## config.mk

```make
export PLATFORM = sky130hd
export DESIGN_NAME = mem_arbiter
export DESIGN_NICKNAME = d
export VERILOG_FILES = /design/src/rtl/mem_arbiter.sv
export SDC_FILE = /design/constraint.sdc
export NUM_CORES = 1
export LEC_CHECK = 0
export BUFFER_PORTS_ARGS = -buffer_cell sky130_fd_sc_hd__clkbuf_2
export CAP_MARGIN = 20
export CORE_ASPECT_RATIO = 1.1
export CORE_MARGIN = 5
export CORE_UTILIZATION = 46
export DETAILED_ROUTE_END_ITERATION = 7
export PLACE_DENSITY = 0.85
export SLEW_MARGIN = 20
export SYNTH_ARGS = -nofsm -noshare
export SYNTH_HDL_FRONTEND = slang
export SYNTH_SLANG_ARGS = --single-unit
```

## constraint.sdc

```tcl
create_clock -name clk -period 1.52 [get_ports clk]
set_input_delay 0.304 -clock clk [delete_from_list [all_inputs] [get_ports clk]]
set_output_delay 0.304 -clock clk [all_outputs]
set_load 0.01 [all_outputs]
```

## src/rtl/mem_arbiter.sv

```systemverilog
// Two-port memory arbiter: IDLE -> ACCESS -> RESP, one access per three cycles.
// Define MEM_ARB_ROUND_ROBIN_EN for round-robin arbitration (default: p0 fixed priority).
module mem_arbiter #(
    parameter int ADDR_W = 6
) (
    input  logic              clk,
    input  logic              rst,
    input  logic              p0_req,
    input  logic              p1_req,
    input  logic              p0_we,
    input  logic              p1_we,
    input  logic [ADDR_W-1:0] p0_addr,
    input  logic [ADDR_W-1:0] p1_addr,
    input  logic [31:0]       p0_wdata,
    input  logic [31:0]       p1_wdata,
    input  logic [2:0]        p0_func3,
    input  logic [2:0]        p1_func3,
    output logic              p0_gnt,
    output logic              p1_gnt,
    output logic              rsp_valid,
    output logic              rsp_id,
    output logic              rsp_err,
    output logic [31:0]       rsp_rdata,
    output logic              mem_read,
    output logic              mem_write,
    output logic [ADDR_W-1:0] mem_addr,
    output logic [31:0]       mem_wdata,
    output logic [2:0]        mem_func3,
    input  logic [31:0]       mem_rdata
);

    typedef enum logic [1:0] {
        IDLE   = 2'd0,
        ACCESS = 2'd1,
        RESP   = 2'd2
    } state_t;

    state_t            state_q, state_d;
    logic              we_q, we_d;
    logic [ADDR_W-1:0] addr_q, addr_d;
    logic [31:0]       wdata_q, wdata_d;
    logic [2:0]        func3_q, func3_d;
    logic              id_q, id_d;
    logic              rsp_id_q, rsp_id_d;
    logic              rsp_err_q, rsp_err_d;
    logic [31:0]       rsp_rdata_q, rsp_rdata_d;
    logic              grant_s;
    logic              sel_s;
    logic              illegal_s;
`ifdef MEM_ARB_ROUND_ROBIN_EN
    logic              last_grant_q, last_grant_d;
`endif

    // Stores only allow b/h/w; halves and words must be naturally aligned.
    function automatic logic is_illegal(input logic we, input logic [ADDR_W-1:0] addr,
                                        input logic [2:0] f3);
        logic bad;
        bad = 1'b0;
        case (f3)
            3'b000, 3'b100: bad = 1'b0;
            3'b001, 3'b101: bad = addr[0];
            3'b010:         bad = addr[1] | addr[0];
            default:        bad = 1'b1;
        endcase
        return bad | (we & f3[2]);
    endfunction

    assign illegal_s = is_illegal(we_q, addr_q, func3_q);

    // Arbitration: grants exist only in IDLE and never while reset is applied.
    always_comb begin
        sel_s   = ~p0_req;
        grant_s = (state_q == IDLE) && !rst && (p0_req || p1_req);
`ifdef MEM_ARB_ROUND_ROBIN_EN
        if (p0_req && p1_req) begin
            sel_s = ~last_grant_q;
        end else begin
            sel_s = ~p0_req;
        end
`endif
        p0_gnt = grant_s && !sel_s;
        p1_gnt = grant_s && sel_s;
    end

    // Next-state and command/response capture.
    always_comb begin
        state_d     = state_q;
        we_d        = we_q;
        addr_d      = addr_q;
        wdata_d     = wdata_q;
        func3_d     = func3_q;
        id_d        = id_q;
        rsp_id_d    = rsp_id_q;
        rsp_err_d   = rsp_err_q;
        rsp_rdata_d = rsp_rdata_q;
        case (state_q)
            IDLE: begin
                if (grant_s) begin
                    state_d = ACCESS;
                    we_d    = sel_s ? p1_we    : p0_we;
                    addr_d  = sel_s ? p1_addr  : p0_addr;
                    wdata_d = sel_s ? p1_wdata : p0_wdata;
                    func3_d = sel_s ? p1_func3 : p0_func3;
                    id_d    = sel_s;
                end else begin
                    state_d = IDLE;
                end
            end
            ACCESS: begin
                state_d     = RESP;
                rsp_id_d    = id_q;
                rsp_err_d   = illegal_s;
                rsp_rdata_d = (!we_q && !illegal_s) ? mem_rdata : 32'd0;
            end
            RESP:    state_d = IDLE;
            default: state_d = IDLE;
        endcase
    end

`ifdef MEM_ARB_ROUND_ROBIN_EN
    // Remember the most recent winner for the next simultaneous request.
    always_comb begin
        last_grant_d = grant_s ? sel_s : last_grant_q;
    end
`endif

    // State and datapath registers with synchronous reset.
    always_ff @(posedge clk) begin
        if (rst) begin
            state_q     <= IDLE;
            we_q        <= 1'b0;
            addr_q      <= '0;
            wdata_q     <= 32'd0;
            func3_q     <= 3'd0;
            id_q        <= 1'b0;
            rsp_id_q    <= 1'b0;
            rsp_err_q   <= 1'b0;
            rsp_rdata_q <= 32'd0;
        end else begin
            state_q     <= state_d;
            we_q        <= we_d;
            addr_q      <= addr_d;
            wdata_q     <= wdata_d;
            func3_q     <= func3_d;
            id_q        <= id_d;
            rsp_id_q    <= rsp_id_d;
            rsp_err_q   <= rsp_err_d;
            rsp_rdata_q <= rsp_rdata_d;
        end
    end

`ifdef MEM_ARB_ROUND_ROBIN_EN
    // Round-robin history register.
    always_ff @(posedge clk) begin
        if (rst) begin
            last_grant_q <= 1'b0;
        end else begin
            last_grant_q <= last_grant_d;
        end
    end
`endif

    // Memory command is live only in ACCESS; the write strobe is also killed by reset.
    always_comb begin
        mem_read  = 1'b0;
        mem_write = 1'b0;
        mem_addr  = '0;
        mem_wdata = 32'd0;
        mem_func3 = 3'd0;
        if (state_q == ACCESS) begin
            mem_addr  = addr_q;
            mem_wdata = wdata_q;
            mem_func3 = func3_q;
            mem_read  = !we_q && !illegal_s;
            mem_write = we_q && !illegal_s && !rst;
        end else begin
            mem_read  = 1'b0;
            mem_write = 1'b0;
        end
        rsp_valid = (state_q == RESP);
        rsp_id    = rsp_valid & rsp_id_q;
        rsp_err   = rsp_valid & rsp_err_q;
        rsp_rdata = rsp_valid ? rsp_rdata_q : 32'd0;
    end

endmodule

```

==> metrics, run 1 <==
Post-synth ARST share=0; full die area=0.0105 sq mm; port bufs=199; Hold Path Class=in -> reg; hold_sp=p1_wdata[23]; Slew Viols, Final=0; DR iter-0 viols=162; Hold Crit Depth=3; CP Cell Sequence=or4_4 -> a211oi_2 -> buf_2; crit path launch type=flip-flop; most used flip-flop cell after synthesis=dfxtp_1; Worst EP arrival=1620 ps; Clock Pin Slew Worst Setup and Hold Paths=90 ps; P_leak=3.03 nW; DR top layer=met4; Worst R2R End=wdata_q[24]$_SDFFE_PP0P_; Longest Clk Path Bufs=2; total number of vias=4255; CP max stage cell=or4_4; RSZ-0062 raised after global routing=true; peak supply drop=671 uV; largest delay contributor family on the critical path=simple AND/OR/NAND/NOR gates; failing checks=setup timing; Yosys reg bits=79; critical setup path kind=reg -> out; Seq/Total Area, Yosys=0.404; row count=35; nets=757; Critical Path RT=1220 ps; largest net degree at the start of global routing=34; worst slew pin tran=479 ps; pre-CTS WS=-59.2 ps; FF-to-FF path depth=9; Mapped Area=0.00391 sq mm; Final period util=1.27; first-pass GRT wire length=19400 um; Via-to-Cell Ratio=5.65; crit-path max FO=2; # DRC=0; grt ovf=0; commonest non-fill, non-tap cells in the layout=124 x clkbuf_2, 75 x dfxtp_1, 66 x buf_6, 55 x and2_4, 42 x mux2i_1; kind of end point of the critical path=primary output; Core ar.=0.00836 sq mm; wire length on met1=5710 um; syn nets=535; H-tree depth=3; drt total wl=14700 um; R2R setup slack=-190 ps; CP max stage delay=540 ps; clk_lat worst skew=350 ps; WP buf/inv=1; Ports=200; # setup viols final=121; Hold Vio Cnt, Final=0; power per cell area=859 mW/mm^2; routed wl met3=976 um; Ys Warns=0; CTS root buf=clkbuf_8; CTS Buf Count=9; final worst setup slack=-406 ps; Total GRT Usage=0.226; Die Wd=97.9 um; post-synth cell types=28; skew final=12.8 ps; Starting Density=0.468; status=finished, violations left; RD Place Congestion=0.808; drt pass-1 iters=5; Synth-to-Final Area Change=69.5%; Die Height=107 um; fmax=519 MHz; Post-Syn Instances=415; n_diodes=0; total power=5.70 mW; initial antenna violation count=0; share of cells above drive strength 1=0.592; DR WL/cell=19.5 um; maxcap violations=0; leading cell type in the layout, fill and taps excluded=clkbuf_2; vias in the first global route=4090; Mean Syn Cell Area=9.43 sq um; slew margin rel.=0.681; ANT nets after route=0; reg-to-reg startpoint=state_q[0]$_SDFF_PP0_; cts hold-fix bufs=0; WHS Endpoint=wdata_q[23]$_SDFFE_PP0P_; clock sinks=79; CTS tree=built; clock period minus worst slack=1930 ps; length of routed met2 wiring=7530 um; Post-synth EDFFs=0; detailed placement HPWL=8290 um
tightest hold or removal path: stages:
cell      delay [ps]
clkbuf_2          80
mux2i_1          110
a211oi_1          80
where the power goes:
group	switching [mW]	total (mW)	internal (mW)	leakage (nW)
logic	0.736	1.55	0.809	2.27
registers	0.119	2.36	2.24	0.650
clock network	0.820	1.80	0.979	0.109
per-stage QoR:
stage	instances	hold WS (ps)	instance area [sq um]	setup TNS, ps	util
after global placement	704	438	5050	-4180	0.604
after detailed placement	705	444	5060	-60.2	0.605
after floorplan	415	432	3920	0	-
final	753	260	6630	-24000	0.793
after global routing	753	268	6630	-32880	0.793
after CTS	736	264	5620	-14760	0.672
state kept, by name (all words and copies together), names as in the netlist:
signal,count
we_q,1
id_q,1
rsp_err_q,1
rsp_rdata_q,32
state_q,2
addr_q,6
wdata_q,32
rsp_id_q,1
func3_q,3
worst max-delay path by stage:
stage | cells after the start | startpoint | end | slack, ps
finish | 3 | addr_q[0]$_SDFFE_PP0P_ | mem_read | -410
global route | 3 | addr_q[0]$_SDFFE_PP0P_ | mem_read | -450
CTS | 3 | addr_q[0]$_SDFFE_PP0P_ | mem_read | -370
detailed placement | 3 | func3_q[0]$_SDFFE_PP0P_ | mem_read | -60
global placement | 3 | rst | rsp_rdata_q[15]$_SDFFE_PP0P_ | -130
floorplan | 2 | func3_q[0]$_SDFFE_PP0P_ | mem_read | 40
metal layers:
layer,GRT usage,up-vias
met3,0.0644,42
li1,-,1952
met1,0.259,2037
met2,0.398,224
met4,0.0861,0
met5,0,-
cell type report:
cell class,count,area (sq um)
fill,513,1730
timing repair buffer,253,2120
sequential,79,1590
clock buffer,10,138
multi-input combinational,294,2560
clock inverter,6,92.6
tap,111,139
cell usage after synthesis, types with 2 or more instances:
library cell | count | area, sq um
a211oi_1 | 43 | 323
a21oi_1 | 45 | 225
a32o_1 | 32 | 320
and2_1 | 76 | 475
buf_2 | 22 | 110
buf_6 | 3 | 33.8
clkbuf_1 | 16 | 60.1
dfxtp_1 | 79 | 1580
mux2i_1 | 42 | 420
nand2_1 | 3 | 11.3
nor2_1 | 2 | 7.51
nor2_2 | 2 | 12.5
nor2b_1 | 34 | 213
nor3_1 | 2 | 10.0
repair_timing:
| item | CTS | global route |
|---|---|---|
| gates cloned | 5 | 11 |
| endpoints found under the setup margin | 81 | 154 |
| resized for setup | 54 | 236 |
| pin swaps | 26 | 78 |
| buffers inserted | 10 | 7 |
cells by family after synthesis:
family,Yosys count,share of synthesized area
muxes,42,0.107
DFF,79,0.404
and+or+nand+nor,127,0.204
AOI/OAI and AO/OA,124,0.230
buffers and inverters,43,0.0550
No activity file was read; power rests on OpenSTA's default activity.
==> run 2: changes to the inputs <==
- CORE_MARGIN: 5 -> 3
- CORE_UTILIZATION: 46 -> 49
- PLACE_DENSITY: 0.85 -> 0.89
- clock period: 1.52 -> 2.3 ns (I/O delays scaled with it)
==> run 2 against run 1 <==
The flow now finishes without violations. Sequential share of layout area rose by 6.6 points. Largest cell class unchanged. Utilization fell by 11 points. Worst setup slack improved by 550 ps.
==> metrics, run 2 (synthesis results as in run 1) <==
Starting Density=0.515; final instance area=0.00516 sq mm; nets=714; reg-to-reg startpoint=func3_q[0]$_SDFFE_PP0P_; # DRC=0; Worst EP arrival=1690 ps; Via-to-Cell Ratio=5.44; DR WL/cell=15.3 um; RSZ-0062 raised after global routing=false; slew margin rel.=0.468; leading cell type in the layout, fill and taps excluded=clkbuf_2; skew final=7.45 ps; share of cells above drive strength 1=0.396; R2R setup slack=790 ps; CTS Buf Count=9; peak supply drop=343 uV; clk_lat worst skew=330 ps; # setup viols final=0; # Post-CTS Setup Buffers=0; Post-Place Cell Area=0.00495 sq mm; kind of end point of the critical path=primary output; n_diodes=0; cts repair resizes=0; Total GRT Usage=0.231; Hold Vio Cnt, Final=0; Ports=200; status=finished, final reports clean; crit path launch type=flip-flop; power per cell area=623 mW/mm^2; met1 Use GR=0.291; sum of negative setup slack=0 ps; drt total wl=10700 um; port bufs=199; Hold Path Class=in -> reg; grt ovf=0; fmax=465 MHz; M2 GR Usage=0.395; first-pass GRT wire length=17300 um; crit-path max FO=5; H-tree depth=3; RD Place Congestion=0.810; vias in the first global route=3671; total number of vias=3833; FF-to-FF path depth=3; drt pass-1 iters=4; initial antenna violation count=0; largest net degree at the start of global routing=44; maxcap violations=0; Longest Clk Path Bufs=2; number of fill cells=648; Worst R2R End=rsp_rdata_q[16]$_SDFFE_PP0P_; CTS root buf=clkbuf_8; cts hold-fix bufs=0; detailed placement HPWL=7860 um; DR iter-0 viols=167; layer with the highest usage=met2; worst slew pin tran=798 ps; critical setup path kind=reg -> out; Die Wd=91.2 um; Critical Path RT=1840 ps; Synth-to-Final Area Change=31.9%; total power=3.22 mW; Clock Pin Slew Worst Setup and Hold Paths=80 ps; Core Util, Final=0.680; grt met3 use=0.0431; CP endpoint=mem_read; Fin Hold WS=419 ps; clock sinks=79; ANT nets after route=0; CTS tree=built; row count=33; clock period minus worst slack=2150 ps; P_leak=2.46 nW; CP startpoint=func3_q[0]$_SDFFE_PP0P_; full die area=0.00910 sq mm; Final period util=0.935; Core ar.=0.00760 sq mm; largest registers=rsp_rdata_q x32, wdata_q x32, addr_q x6; Die Height=99.7 um; Slew Viols, Final=0; Hold Crit Depth=2; commonest non-fill, non-tap cells in the layout=199 x clkbuf_2, 79 x dfxtp_1, 76 x and2_1, 45 x a21oi_1, 43 x a211oi_1
[run 2: worst min path at each step]
stage | from | to | slack (ps)
finish | rst | id_q$_SDFFE_PP0P_ | 420
global route | rst | id_q$_SDFFE_PP0P_ | 420
floorplan | id_q$_SDFFE_PP0P_ | rsp_id_q$_SDFFE_PP0P_ | 430
detailed placement | rsp_rdata_q[8]$_SDFFE_PP0P_ | rsp_rdata_q[8]$_SDFFE_PP0P_ | 450
global placement | rsp_rdata_q[16]$_SDFFE_PP0P_ | rsp_rdata_q[16]$_SDFFE_PP0P_ | 440
CTS | rst | id_q$_SDFFE_PP0P_ | 400
[run 2: area by class of cell]
cell class / instances / area, sq um / area share
Clock inverter: 5 / 56.3 / 0.0109
Sequential cell: 79 / 1580 / 0.306
Tap cell: 105 / 131 / 0.0254
Multi-Input combinational cell: 293 / 2140 / 0.415
Clock buffer: 11 / 151 / 0.0293
Timing Repair Buffer: 211 / 1100 / 0.213
[run 2: metrics by stage]
stage | cells | setup WS [ps]
2_1_floorplan | 415 | 575
3_3_place_gp | 688 | 450
3_5_place_dp | 688 | 427
4_1_cts | 704 | 76.7
5_1_grt | 704 | 85.0
6_report | 704 | 148
[run 2: metal layers]
metal  wire length [um]  part of all wire
met5                  0                 0
met2               5290              0.49
met3                814             0.076
met1               4430              0.41
met4                208             0.019
[run 2: where the power goes]
part           switching [mW]  internal (mW)
clock                   0.489          0.559
combinational           0.336          0.290
sequential             0.0636           1.48
total                   0.889           2.33
[run 2: worst max-delay path: stages (launching register included)]
cell and delay [ps]:
dfxtp_1 340, or4_4 570, a211oi_1 260, clkbuf_2 190
==> run 3: changes to the inputs <==
- CORE_UTILIZATION: 49 -> 51
- CTS_BUF_LIST: default -> sky130_fd_sc_hd__clkbuf_4
- PLACE_DENSITY: 0.89 -> 0.92
==> run 3 against run 2 <==
Flip-flop and latch count unchanged. Critical path type unchanged. Total power increased by 2.7%. Fmax decreased by 2.7%. Non-clock buffer count unchanged. Clock power increased by 8%. First-iteration DRC count decreased by 3.0%. Final area decreased by 0.19%.
==> metrics, run 3 (synthesis results as in run 1) <==
leading cell type in the layout, fill and taps excluded=clkbuf_2; Hold Vio Cnt, Final=0; Synth-to-Final Area Change=31.6%; Longest Clk Path Bufs=2; total number of vias=3806; peak supply drop=338 uV; Fin Hold WS=361 ps; clock period minus worst slack=2210 ps; worst slew pin tran=816 ps; skew final=14.4 ps; row count=32; status=finished, final reports clean; largest delay contributor family on the critical path=simple AND/OR/NAND/NOR gates; Slew Viols, Final=0; detailed placement HPWL=7830 um; total power=3.30 mW; crit-path max FO=5; Hold Path Class=in -> reg; sum of negative setup slack=0 ps; ANT nets after route=0; DR WL/cell=15.3 um; largest registers=rsp_rdata_q x32, wdata_q x32, addr_q x6; initial antenna violation count=0; CTS tree=built; Final period util=0.962; share of cells above drive strength 1=0.394; number of cells on the critical path=3; P_leak=2.45 nW; fmax=452 MHz; final instance area=0.00515 sq mm; Clock Pin Slew Worst Setup and Hold Paths=130 ps; port bufs=199; Core ar.=0.00725 sq mm; CP Cell Sequence=or4_4 -> a211oi_2 -> buf_2; # DRC=0; crit path launch type=flip-flop; Total GRT Usage=0.239; Die Wd=89.5 um; number of fill cells=576; kind of end point of the critical path=primary output; drt total wl=10800 um; CTS root buf=clkbuf_4; WP buf/inv=1; Via-to-Cell Ratio=5.43; first-pass GRT wire length=16900 um; maxcap violations=0; RSZ-0062 raised after global routing=false; CP max stage cell=or4_4; FF-to-FF path depth=3; reg-to-reg startpoint=func3_q[0]$_SDFFE_PP0P_; pre-CTS WS=450 ps; commonest non-fill, non-tap cells in the layout=198 x clkbuf_2, 79 x dfxtp_1, 76 x and2_1, 45 x a21oi_1; hold_sp=p1_wdata[23]; DR iter-0 viols=162; Worst EP arrival=1750 ps; grt ovf=0; largest net degree at the start of global routing=44; CP startpoint=func3_q[0]$_SDFFE_PP0P_; power per cell area=641 mW/mm^2; critical setup path kind=reg -> out; Ports=200; final worst setup slack=88.0 ps; clk_lat worst skew=410 ps; full die area=0.00876 sq mm; Die Height=97.9 um; cts hold-fix bufs=0; slew margin rel.=0.456; # setup viols final=0; CP max stage delay=580 ps; Critical Path RT=1840 ps; n_diodes=0; Starting Density=0.540; clock sinks=79; nets=714; Post-Place Cell Area=0.00494 sq mm; RD Place Congestion=0.758; vias in the first global route=3619; drt pass-1 iters=5; Hold Crit Depth=3; H-tree depth=3; CTS Buf Count=9
## run 3: what timing repair did
| action | in CTS | in global routing |
|---|---|---|
| endpoints found under the setup margin | 0 | 31 |
| gates resized for setup | 0 | 3 |
| setup buffers | 0 | 0 |
## run 3: routing by layer
layer  vias up  track usage  wire length (um)
met5         -            0                 0
met4         0       0.0882               216
met3        21       0.0464               767
met2       180        0.394              5230
met1      1749        0.307              4540
li1       1856            -                 -
## run 3: area by class of cell
class,instances,area [sq um],share of cell area
Clock buffer,9,67.6,0.0131
Clock inverter,7,135,0.0262
Sequential cell,79,1580,0.307
Multi-Input combinational cell,293,2140,0.415
Tap cell,102,128,0.0248
Timing Repair Buffer,211,1100,0.214
## run 3: tightest hold or removal path, stage by stage
cell      delay (ps)
clkbuf_2          80
mux2i_1          120
a211oi_1          80
## run 3: final timing paths
check,endpoint,slack [ps]
worst max-delay path,mem_read,90
worst min-delay path,wdata_q[23]$_SDFFE_PP0P_,360
worst max register to register,rsp_rdata_q[29]$_SDFFE_PP0P_,740
worst min register to register,rsp_err_q$_SDFFE_PP0P_,460
## run 3: power by group
group / switching [mW] / internal, mW / leakage [nW]
sequential: 0.0643 / 1.48 / 0.648
combinational: 0.336 / 0.289 / 1.70
clock: 0.481 / 0.653 / 0.101
total: 0.881 / 2.42 / 2.45
## run 3: stage by stage
step	utilization	cells
floorplan	-	415
global placement	0.681	685
detailed placement	0.682	685
CTS	0.710	701
global route	0.711	701
finish	0.711	701
